[config.mk]
export PLATFORM = sky130hd
export DESIGN_NAME = sram_master
export DESIGN_NICKNAME = d
export VERILOG_FILES = /design/src/rtl/sram_pkg.sv /design/src/rtl/sram_wait_cnt.sv /design/src/rtl/sram_master.sv
export SDC_FILE = /design/constraint.sdc
export NUM_CORES = 1
export LEC_CHECK = 0
export CORE_MARGIN = 2
export CORE_UTILIZATION = 42
export CTS_BUF_LIST = sky130_fd_sc_hd__clkbuf_8
export DETAILED_ROUTE_END_ITERATION = 6
export GPL_TIMING_DRIVEN = 0
export PLACE_DENSITY = 0.82
export REMOVE_ABC_BUFFERS = 1
export SYNTH_ARGS = -nofsm -noshare
export SYNTH_HDL_FRONTEND = slang
export SYNTH_HIERARCHICAL = 1
export SYNTH_SLANG_ARGS = --single-unit
[constraint.sdc]
create_clock -name clk -period 2.8 [get_ports clk]
set_input_delay 0.56 -clock clk [delete_from_list [all_inputs] [get_ports clk]]
set_output_delay 0.56 -clock clk [all_outputs]
set_load 0.01 [all_outputs]
[src/rtl/sram_pkg.sv]
// Shared types and constants for the SRAM master and its wait counter.
package sram_pkg;

  localparam int unsigned SRAM_DATA_W = 32;
  localparam int unsigned CNT_W       = 4;

  typedef enum logic [1:0] {
    StIdle,
    StSetup,
    StWait,
    StResp
  } sram_state_e;

endpackage

[src/rtl/sram_wait_cnt.sv]
// 4-bit wait-state counter: parallel load, saturating decrement, zero flag.
module sram_wait_cnt
  import sram_pkg::*;
(
  input  logic             clk,
  input  logic             reset,
  input  logic             load,
  input  logic [CNT_W-1:0] load_val,
  input  logic             dec,
  output logic             zero
);

  logic [CNT_W-1:0] cnt_q;

  always_ff @(posedge clk) begin
    if (reset) begin
      cnt_q <= '0;
    end else if (load) begin
      cnt_q <= load_val;
    end else if (dec && (cnt_q != '0)) begin
      cnt_q <= cnt_q - 1'b1;
    end
  end

  assign zero = (cnt_q == '0);

endmodule

[src/rtl/sram_master.sv]
// Single-outstanding request/response bridge to an asynchronous SRAM with fixed wait states.
// Optional alignment rejection enabled by defining SRAM_MASTER_ALIGN_CHECK_EN.
module sram_master
  import sram_pkg::*;
#(
  parameter int unsigned LAT_CYCLES = 2,
  parameter int unsigned ADDR_W     = 32
) (
  input  logic                   clk,
  input  logic                   reset,
  input  logic                   req_valid,
  output logic                   req_ready,
  input  logic                   req_we,
  input  logic [ADDR_W-1:0]      req_addr,
  input  logic [SRAM_DATA_W-1:0] req_wdata,
  output logic                   resp_valid,
  input  logic                   resp_ready,
  output logic [SRAM_DATA_W-1:0] resp_rdata,
  output logic                   resp_err,
  output logic                   cs,
  output logic                   oe,
  output logic                   we,
  output logic [31:0]            addr,
  output logic [SRAM_DATA_W-1:0] din,
  input  logic [SRAM_DATA_W-1:0] dout
);

  if (LAT_CYCLES < 1 || LAT_CYCLES > 15) begin : g_lat_check
    $error("sram_master: LAT_CYCLES must be in 1..15");
  end

  localparam logic [CNT_W-1:0] WaitLoad = CNT_W'(LAT_CYCLES - 1);

  sram_state_e state_q;
  logic        we_q;
  logic        cnt_zero;
  logic        misaligned;

`ifdef SRAM_MASTER_ALIGN_CHECK_EN
  assign misaligned = (req_addr[1:0] != 2'b00);
`else
  assign misaligned = 1'b0;
`endif

  sram_wait_cnt u_wait_cnt (
    .clk      (clk),
    .reset    (reset),
    .load     (state_q == StSetup),
    .load_val (WaitLoad),
    .dec      (state_q == StWait),
    .zero     (cnt_zero)
  );

  always_ff @(posedge clk) begin
    if (reset) begin
      state_q    <= StIdle;
      we_q       <= 1'b0;
      req_ready  <= 1'b1;
      resp_valid <= 1'b0;
      resp_rdata <= '0;
      resp_err   <= 1'b0;
      cs         <= 1'b0;
      oe         <= 1'b0;
      we         <= 1'b0;
      addr       <= '0;
      din        <= '0;
    end else begin
      unique case (state_q)
        StIdle: begin
          if (req_valid) begin
            req_ready <= 1'b0;
            if (misaligned) begin
              // Rejected without touching the SRAM pins.
              state_q    <= StResp;
              resp_valid <= 1'b1;
              resp_err   <= 1'b1;
              resp_rdata <= '0;
            end else begin
              state_q <= StSetup;
              we_q    <= req_we;
              addr    <= 32'(req_addr);
              din     <= req_wdata;
              cs      <= 1'b1;
              oe      <= ~req_we;
              we      <= 1'b0;
            end
          end
        end
        StSetup: begin
          // Write strobe only rises after a full cycle of address setup.
          we      <= we_q;
          state_q <= StWait;
        end
        StWait: begin
          if (cnt_zero) begin
            state_q    <= StResp;
            cs         <= 1'b0;
            oe         <= 1'b0;
            we         <= 1'b0;
            resp_valid <= 1'b1;
            resp_err   <= 1'b0;
            resp_rdata <= we_q ? '0 : dout;
          end
        end
        StResp: begin
          if (resp_ready) begin
            state_q    <= StIdle;
            resp_valid <= 1'b0;
            req_ready  <= 1'b1;
          end
        end
        default: state_q <= StIdle;
      endcase
    end
  end

endmodule

==> run summary, run 1 <==
In the final design database the tool counted 799 nets. Of the cells placed in the final design, the portion with a size suffix greater than 1 is 4.17%. The clock drives 108 sinks.

The global placement routability congestion is 0.830, and the worst-margin pin slew is 1180 ps. Leaving out fill and tap cells, the most frequent cell in the layout is sky130_fd_sc_hd__clkdlybuf4s50_1. The worst setup path is launched from a register.

The maximum achievable frequency was 395 MHz; the wire length of the first global-routing pass was 20600 microns. Row generation in the floorplan step produced 36 rows. The number of pins exceeding their max-slew limit in the final report was 0. The most heavily used metal layer in global routing was met2. For this design the static power due to leakage is 2.32 nW. Of all nets on the critical path, the largest fanout is 36.

After filler insertion, the fill cell instance count of the layout stands at 813. Setup repair after global routing left no endpoint under its margin. The shortest period the worst path allows works out to 2530 ps. The initial core utilization is 43.3%, and the synthesized instance count is 514. For the number of warnings issued by yosys, the log shows 6. Of all flip-flops after synthesis, the portion carrying an async set or reset was 0%.

Across all setup checks in the final design, the least slack found is 266 ps. The number of hold violations in the final report came out at 0. On the final layout, the worst clock skew is 14.9 ps.

The run gives 203 as the number of ports placed on the die boundary. After detailed routing, the total wire length is 13000 microns. The total power density per cell area was 813 nW/um^2; the count of maximum capacitance violations was 0. The main flop type after synthesis is sky130_fd_sc_hd__dfxtp_1.

The number of hold buffers added after CTS was 0. The number of enable flip-flop cells after synthesis is 0. The per-cell routed wire length is 15.6 microns, and the floorplan core area is 9820 sq um. The floorplan step defined a die boundary enclosing 10900 sq um.

In the global route stage, met2 resource usage came out at 41.4%. Counting flops and latches in the post-synthesis netlist gives 108. The tools report the routing usage on met1 as 26.8%. The tightest min-delay check is of the register to register type. Using the TritonRoute via totals, the vias-per-cell ratio works out to 5.09.

The synthesized netlist occupies a cell area of 4250 sq um. Global routing used 23.2% of the available tracks. The die is 105 microns wide. For the via count of the first global-routing pass, the log shows 4067. For met3 alone, demand over resource in global routing was 4.93%. The number of H-tree levels came out at 3.

Critical path capture point type: a register. The area occupied by multi-input gates came out at 1910 sq um. The logs give 66.7% for the final standard cell utilization of the core and 380 ps for the clock latency reported for the late side of the worst-skew pair. Entering global routing, the biggest net connects 66 pins. The floorplan step set the die height to 105 microns.

The worst hold margin came out at 457 ps. In this run the mean area of a mapped cell was 8.27 sq um. Global routing finished with a remaining overflow of 0. TritonCTS built the clock tree. The register cell area after layout was 2160 sq um.

The number of buffers inserted to repair setup after CTS came out at 0. Across the VDD grid, the largest voltage drop is 0.000732 V. Post-CTS clock slew at the launch and capture registers of the worst setup and hold paths: 100 ps. Critical path class: register to register. The run gives 2800 ps as the arrival time at the worst endpoint. The library cells used most frequently in the layout, excluding fill and tap cells, are sky130_fd_sc_hd__clkdlybuf4s50_1 (200), sky130_fd_sc_hd__nand2_1 (167), sky130_fd_sc_hd__dfxtp_1 (108). The total number of vias is 4221. Sequential elements use 50.9% of the synthesized area. For this run, design rule violations remaining after detail routing come to 0. The run gives 0.00532 W as the total power after layout. During placement, the flow inserted port buffers numbering 201.

The run gives 21.3% as the remaining max-slew budget at the tightest pin. The run gives 9 as the number of buffers created by CTS. The run gives 2 as the maximum root-to-sink buffer count. The number of antenna violations at the first check in global routing came out at 0.

The count of nets left with antenna violations after detail routing was 0; the count of TritonRoute iterations in the first routing pass was 5. Counting distinct cell types in the post-synthesis netlist gives 37. The wire-length estimate of the detail-placed layout is 9220 microns.

The run finished with clean final reports. Data on the critical path is required at its endpoint by 3060 ps. The share of the cycle needed by the critical path after routing came out at 90.5%. CTS placed an instance of sky130_fd_sc_hd__clkbuf_8 at the clock tree root. The DRC marker count from the first detailed-route iteration was 217. For the worst slack at placement, the log shows -583 ps.

The area growth from synthesis to layout is 54.0%. Setup violations remaining at the end of the flow were counted as 0.
-- flip-flops by register name (all words and copies together) (netlist names) --
name              count
resp_valid            1
u_wait_cnt/cnt_q      4
req_ready             1
we                    1
state_q               2
oe                    1
we_q                  1
cs                    1
resp_rdata           32
din                  32
addr                 32
-- worst max-delay path, stage by stage (launching register included) --
cell and delay (ps):
sky130_fd_sc_hd__dfxtp_1 370, sky130_fd_sc_hd__inv_1 100, sky130_fd_sc_hd__ha_1 220, sky130_fd_sc_hd__or3b_4 300, sky130_fd_sc_hd__clkinvlp_4 550, sky130_fd_sc_hd__nor2b_1 500, sky130_fd_sc_hd__nor3_1 100, sky130_fd_sc_hd__mux2_2 280
-- cell usage after synthesis, types with 2 or more instances --
master                     number  area share [%]
sky130_fd_sc_hd__nand4b_1      35             7.2
sky130_fd_sc_hd__nor2b_1        5            0.74
sky130_fd_sc_hd__nor3_1         5            0.59
sky130_fd_sc_hd__buf_2          8            0.94
sky130_fd_sc_hd__or4_1          2            0.35
sky130_fd_sc_hd__a311oi_1       2            0.41
sky130_fd_sc_hd__a21oi_1       98              12
sky130_fd_sc_hd__buf_1          3            0.26
sky130_fd_sc_hd__mux2i_1        2            0.47
sky130_fd_sc_hd__nor2_1         8            0.71
sky130_fd_sc_hd__nand3_1        2            0.24
sky130_fd_sc_hd__clkbuf_1      28             2.5
sky130_fd_sc_hd__ha_1           8             2.4
sky130_fd_sc_hd__inv_1          7            0.62
sky130_fd_sc_hd__o21bai_1       2            0.35
sky130_fd_sc_hd__nand2_1      169              15
sky130_fd_sc_hd__o31ai_1        2            0.35
sky130_fd_sc_hd__conb_1         2            0.18
sky130_fd_sc_hd__dfxtp_1      108              51
-- per-layer routing --
layer  wire (microns)  part of all wire (%)  up-vias
li1                 -                     -     2076
met1             5190                    40     1980
met2             6760                    52      131
met3              537                   4.1       34
met4              482                   3.7        0
met5                0                     0        -
-- cell type report --
type | instances | share of cell area, %
multi-input cells | 361 | 29.2
clock inverters | 6 | 1.22
clock buffers | 10 | 2.10
flip-flops and latches | 108 | 33.0
diodes | 1 | 0.0382
repair buffers | 203 | 31.4
well taps | 133 | 2.54
inverters | 7 | 0.459
-- cells by family (layout without fill, tap and decap cells) --
logic type	count (synthesis)	in the layout	share of synthesized area (%)
other cells	2	6	0.177
fa+ha+maj	8	8	2.35
flops	108	108	50.9
buf+inv	48	226	4.74
mux	3	3	0.736
compound gates	114	114	15.1
simple gates	231	231	26.0
-- stage by stage --
stage / area (sq um) / TNS [ps] / std cells
CTS: 6540 / 0 / 828
detailed placement: 6310 / -17330 / 812
floorplan: 4090 / 0 / 476
global placement: 6270 / -140450 / 810
finish: 6550 / 0 / 829
global route: 6550 / 0 / 828
-- final timing paths --
path	depth (start not counted)	slack, ps	endpoint	startpoint
setup / recovery	7	270	oe	u_wait_cnt/cnt_q[1]
hold reg to reg	2	460	resp_rdata[25]	resp_rdata[25]
hold / removal	2	460	resp_rdata[25]	resp_rdata[25]
setup reg to reg	7	270	oe	u_wait_cnt/cnt_q[1]
-- power breakdown --
group          total, W  internal, W  switching (W)
registers       0.00205      0.00185       0.000200
logic           0.00226      0.00101        0.00125
clock network   0.00102     0.000456       0.000565
-- what timing repair did --
action | CTS | global route
cloned | 0 | 0
gates resized for setup | 2 | 2
setup endpoints to repair | 35 | 32
hold endpoints to repair | 0 | 0
(Power assumes the default switching activity.)
==> run 2, diff against run 1 <==
==> constraint.sdc (replaced) <==
create_clock -name clk -period 2.5 [get_ports clk]
set_input_delay 0.5 -clock clk [delete_from_list [all_inputs] [get_ports clk]]
set_output_delay 0.5 -clock clk [all_outputs]
set_load 0.01 [all_outputs]
==> run 2 against run 1 <==
  * Non-clock buffer count unchanged
  * Sequential share of layout area hardly changed
  * Global-route usage rose by 0.25 points
  * Cell count grew 0.12%
  * Utilization rose by 0.051 points
  * Maximum frequency is 9.5% higher
==> run summary, run 2 (synthesis results as in run 1) <==
The internal power came out at 0.00371 W. For the maximum number of pins on one net before global-route repair, the log shows 66. The family of cells with the greatest summed delay on the critical path is simple AND/OR/NAND/NOR gates. For the worst setup path, the data arrival time is 2610 ps.

The number of buffers created by CTS was 9; the setup skew after layout was 14.4 ps. For the worst setup path, the data required time is 2800 ps. From left edge to right edge, the die measures 105 microns. The run gives 0 as the cts-stage hold buffer count. In this run switching power makes up 38.2% of total power.

Setup violations remaining at the end of the flow were counted as 0. The run gives 380 ps as the clock latency reported for the late side of the worst-skew pair. In this run the static leakage power is 2.32 nW.

The maximum root-to-sink buffer count was 2. Setup repair after global routing left no endpoint under its margin. For the maximum achievable frequency, the log shows 432 MHz. After detailed routing, the number of remaining DRC violations is 0.

In this run, post-CTS repair resized a total of 4 instances. The floorplan die area was 10900 sq um. TritonCTS built the clock tree. The signal on the critical path passes through inv_1 > ha_1 > or3b_4 > clkinvlp_4 > nor2b_1 > or4_1 > a21oi_1.

The placed wire-length estimate is 9220 microns, and the switching component of the power is 0.00229 W. The total power density per cell area works out to 916 nW/um^2. The flow ran to the end, and the final reports show no timing, DRC or antenna violations.

The maximum fanout along the worst path works out to 18. Slowest cell on the critical path: sky130_fd_sc_hd__or4_1. The run gives 6550 sq um as the area of all placed cells without fillers.

The first detailed-routing pass ran for 4 iterations. The fraction of layout instances using a drive strength above 1 is 4.31%. Clock-pin slew was measured on the worst setup and hold paths at 100 ps.

The run gives 0 as the number of pins exceeding their max-slew limit in the final report. The tools report the critical path capture point type as a register. The core region is 9820 sq um. For the finished layout, the period the worst path requires is 2310 ps. For this design, the sink count on the clock tree is 108. The total number of vias was 4293. Number of antenna violations at the first check in global routing: 0. The initial core utilization is 43.3%. The worst setup path is of the register to register kind. The number of buffers inserted to repair setup after CTS is 0.

Count of nets left with antenna violations after detail routing: 0. After detailed placement, the total cell area comes to 6310 sq um. The congestion estimate from routability-driven global placement came to 0.830. Sequential cells account for 38.2% of the total power.

At the pin with the least slew margin, the transition time is 1190 ps. The run gives 457 ps as the worst hold margin. The path class of the tightest hold or removal check is register to register. Largest voltage drop on the vdd net: 0.000825 V.

Kind of launch point of the worst setup path: a register. The run gives 20.5% as the remaining max-slew budget at the tightest pin. The via count of the first global-routing pass is 4103. The H-tree generated during clock tree synthesis spans 3 levels. For this block, the initial DRC count from the detailed router was 234. The worst register-to-register path has a setup slack of 190 ps. Per report_power, the combinational group accounts for 42.7% of the total.

The sum of buffers and inverters on the critical path works out to 2. Setup total negative slack on the finished layout was measured at 0 ps. Number of ports placed on the die boundary: 203. After layout, the worst path uses 92.6% of the clock period.

After detailed routing, the average wire length per cell comes to 15.8 microns. The wire length of the first global-routing pass is 20800 microns, and the area added between synthesis and finish is 54.1%. In the final layout, the registers with the most flip-flops are addr: 32 flops, din: 32 flops, resp_rdata: 32 flops.

The floorplan step set the die height to 105 microns. The initialized floorplan defines 36 standard-cell rows. Port buffering added 201 buffers.

Cells fill 66.7% of the core in the end. In the final design database the tool counted 800 nets. For the share of power burned in the clock network, the log shows 19.1%. The buffer type at the clock tree root was sky130_fd_sc_hd__clkbuf_8.

Global routing used 23.4% of the available tracks across all layers. The average vias per placed instance was 5.17. Global routing finished with a remaining overflow of 0.

Leaving out fill and tap cells, the most frequent cell in the layout is sky130_fd_sc_hd__clkdlybuf4s50_1. The library cells used most frequently in the layout, excluding fill and tap cells, are sky130_fd_sc_hd__clkdlybuf4s50_1 (200), sky130_fd_sc_hd__nand2_1 (167), sky130_fd_sc_hd__dfxtp_1 (108). The delay of the slowest critical-path stage was 490 ps; the overall routed net length was 13100 microns. The number of hold violations in the final report was 0. Across the run, the number of max-cap violations was 0.
[run 2: cell types whose count changed in the layout (fill, tap and decap cells not counted), sizes merged]
cell / previous run / this run
clkinvlp: 2 / 3
[run 2: metrics by stage]
step                setup WS (ps)  power [W]  std cells
floorplan                   -53.9    0.00360        476
global placement            -2280    0.00469        810
detailed placement           -883    0.00482        812
CTS                           175    0.00604        829
global route                 1.37    0.00637        829
finish                        185    0.00600        830
[run 2: final timing paths]
| check | startpoint | depth (start not counted) | end |
|---|---|---|---|
| min reg2reg | resp_rdata[25] | 2 | resp_rdata[25] |
| max reg2reg | u_wait_cnt/cnt_q[1] | 7 | cs |
| min | resp_rdata[25] | 2 | resp_rdata[25] |
| max | u_wait_cnt/cnt_q[1] | 7 | cs |
[run 2: tightest hold or removal path: stages, from the launching register on]
cell	delay, ps
sky130_fd_sc_hd__dfxtp_1	320
sky130_fd_sc_hd__nand2_1	50
sky130_fd_sc_hd__a21oi_1	50
[run 2: power by group through the flow]
| stage | combinational [W] | sequential [W] | clock [W] |
|---|---|---|---|
| floorplan | 0.00117 | 0.00244 | 0 |
| global placement | 0.00238 | 0.00231 | 0 |
| detailed placement | 0.00249 | 0.00233 | 0 |
| CTS | 0.00257 | 0.00229 | 0.00118 |
| global route | 0.00278 | 0.00234 | 0.00125 |
| finish | 0.00256 | 0.00229 | 0.00115 |
[run 2: cell type report]
cell class / instances / area [sq um]
Multi-Input combinational cell: 361 / 1910
Sequential cell: 108 / 2160
Fill cell: 814 / 3270
Clock buffer: 10 / 138
Clock inverter: 6 / 80.1
Timing Repair Buffer: 203 / 2060
Inverter: 7 / 30.0
Tap cell: 133 / 166
Antenna cell: 1 / 2.50
Timing Repair inverter: 1 / 5.00
[run 2: routing by layer]
layer	wire length, microns	GRT usage [%]	part of all wire (%)
met1	5210	27.1	40
met2	6740	41.7	51
met3	642	4.93	4.9
met4	541	10.1	4.1
met5	0	0	0
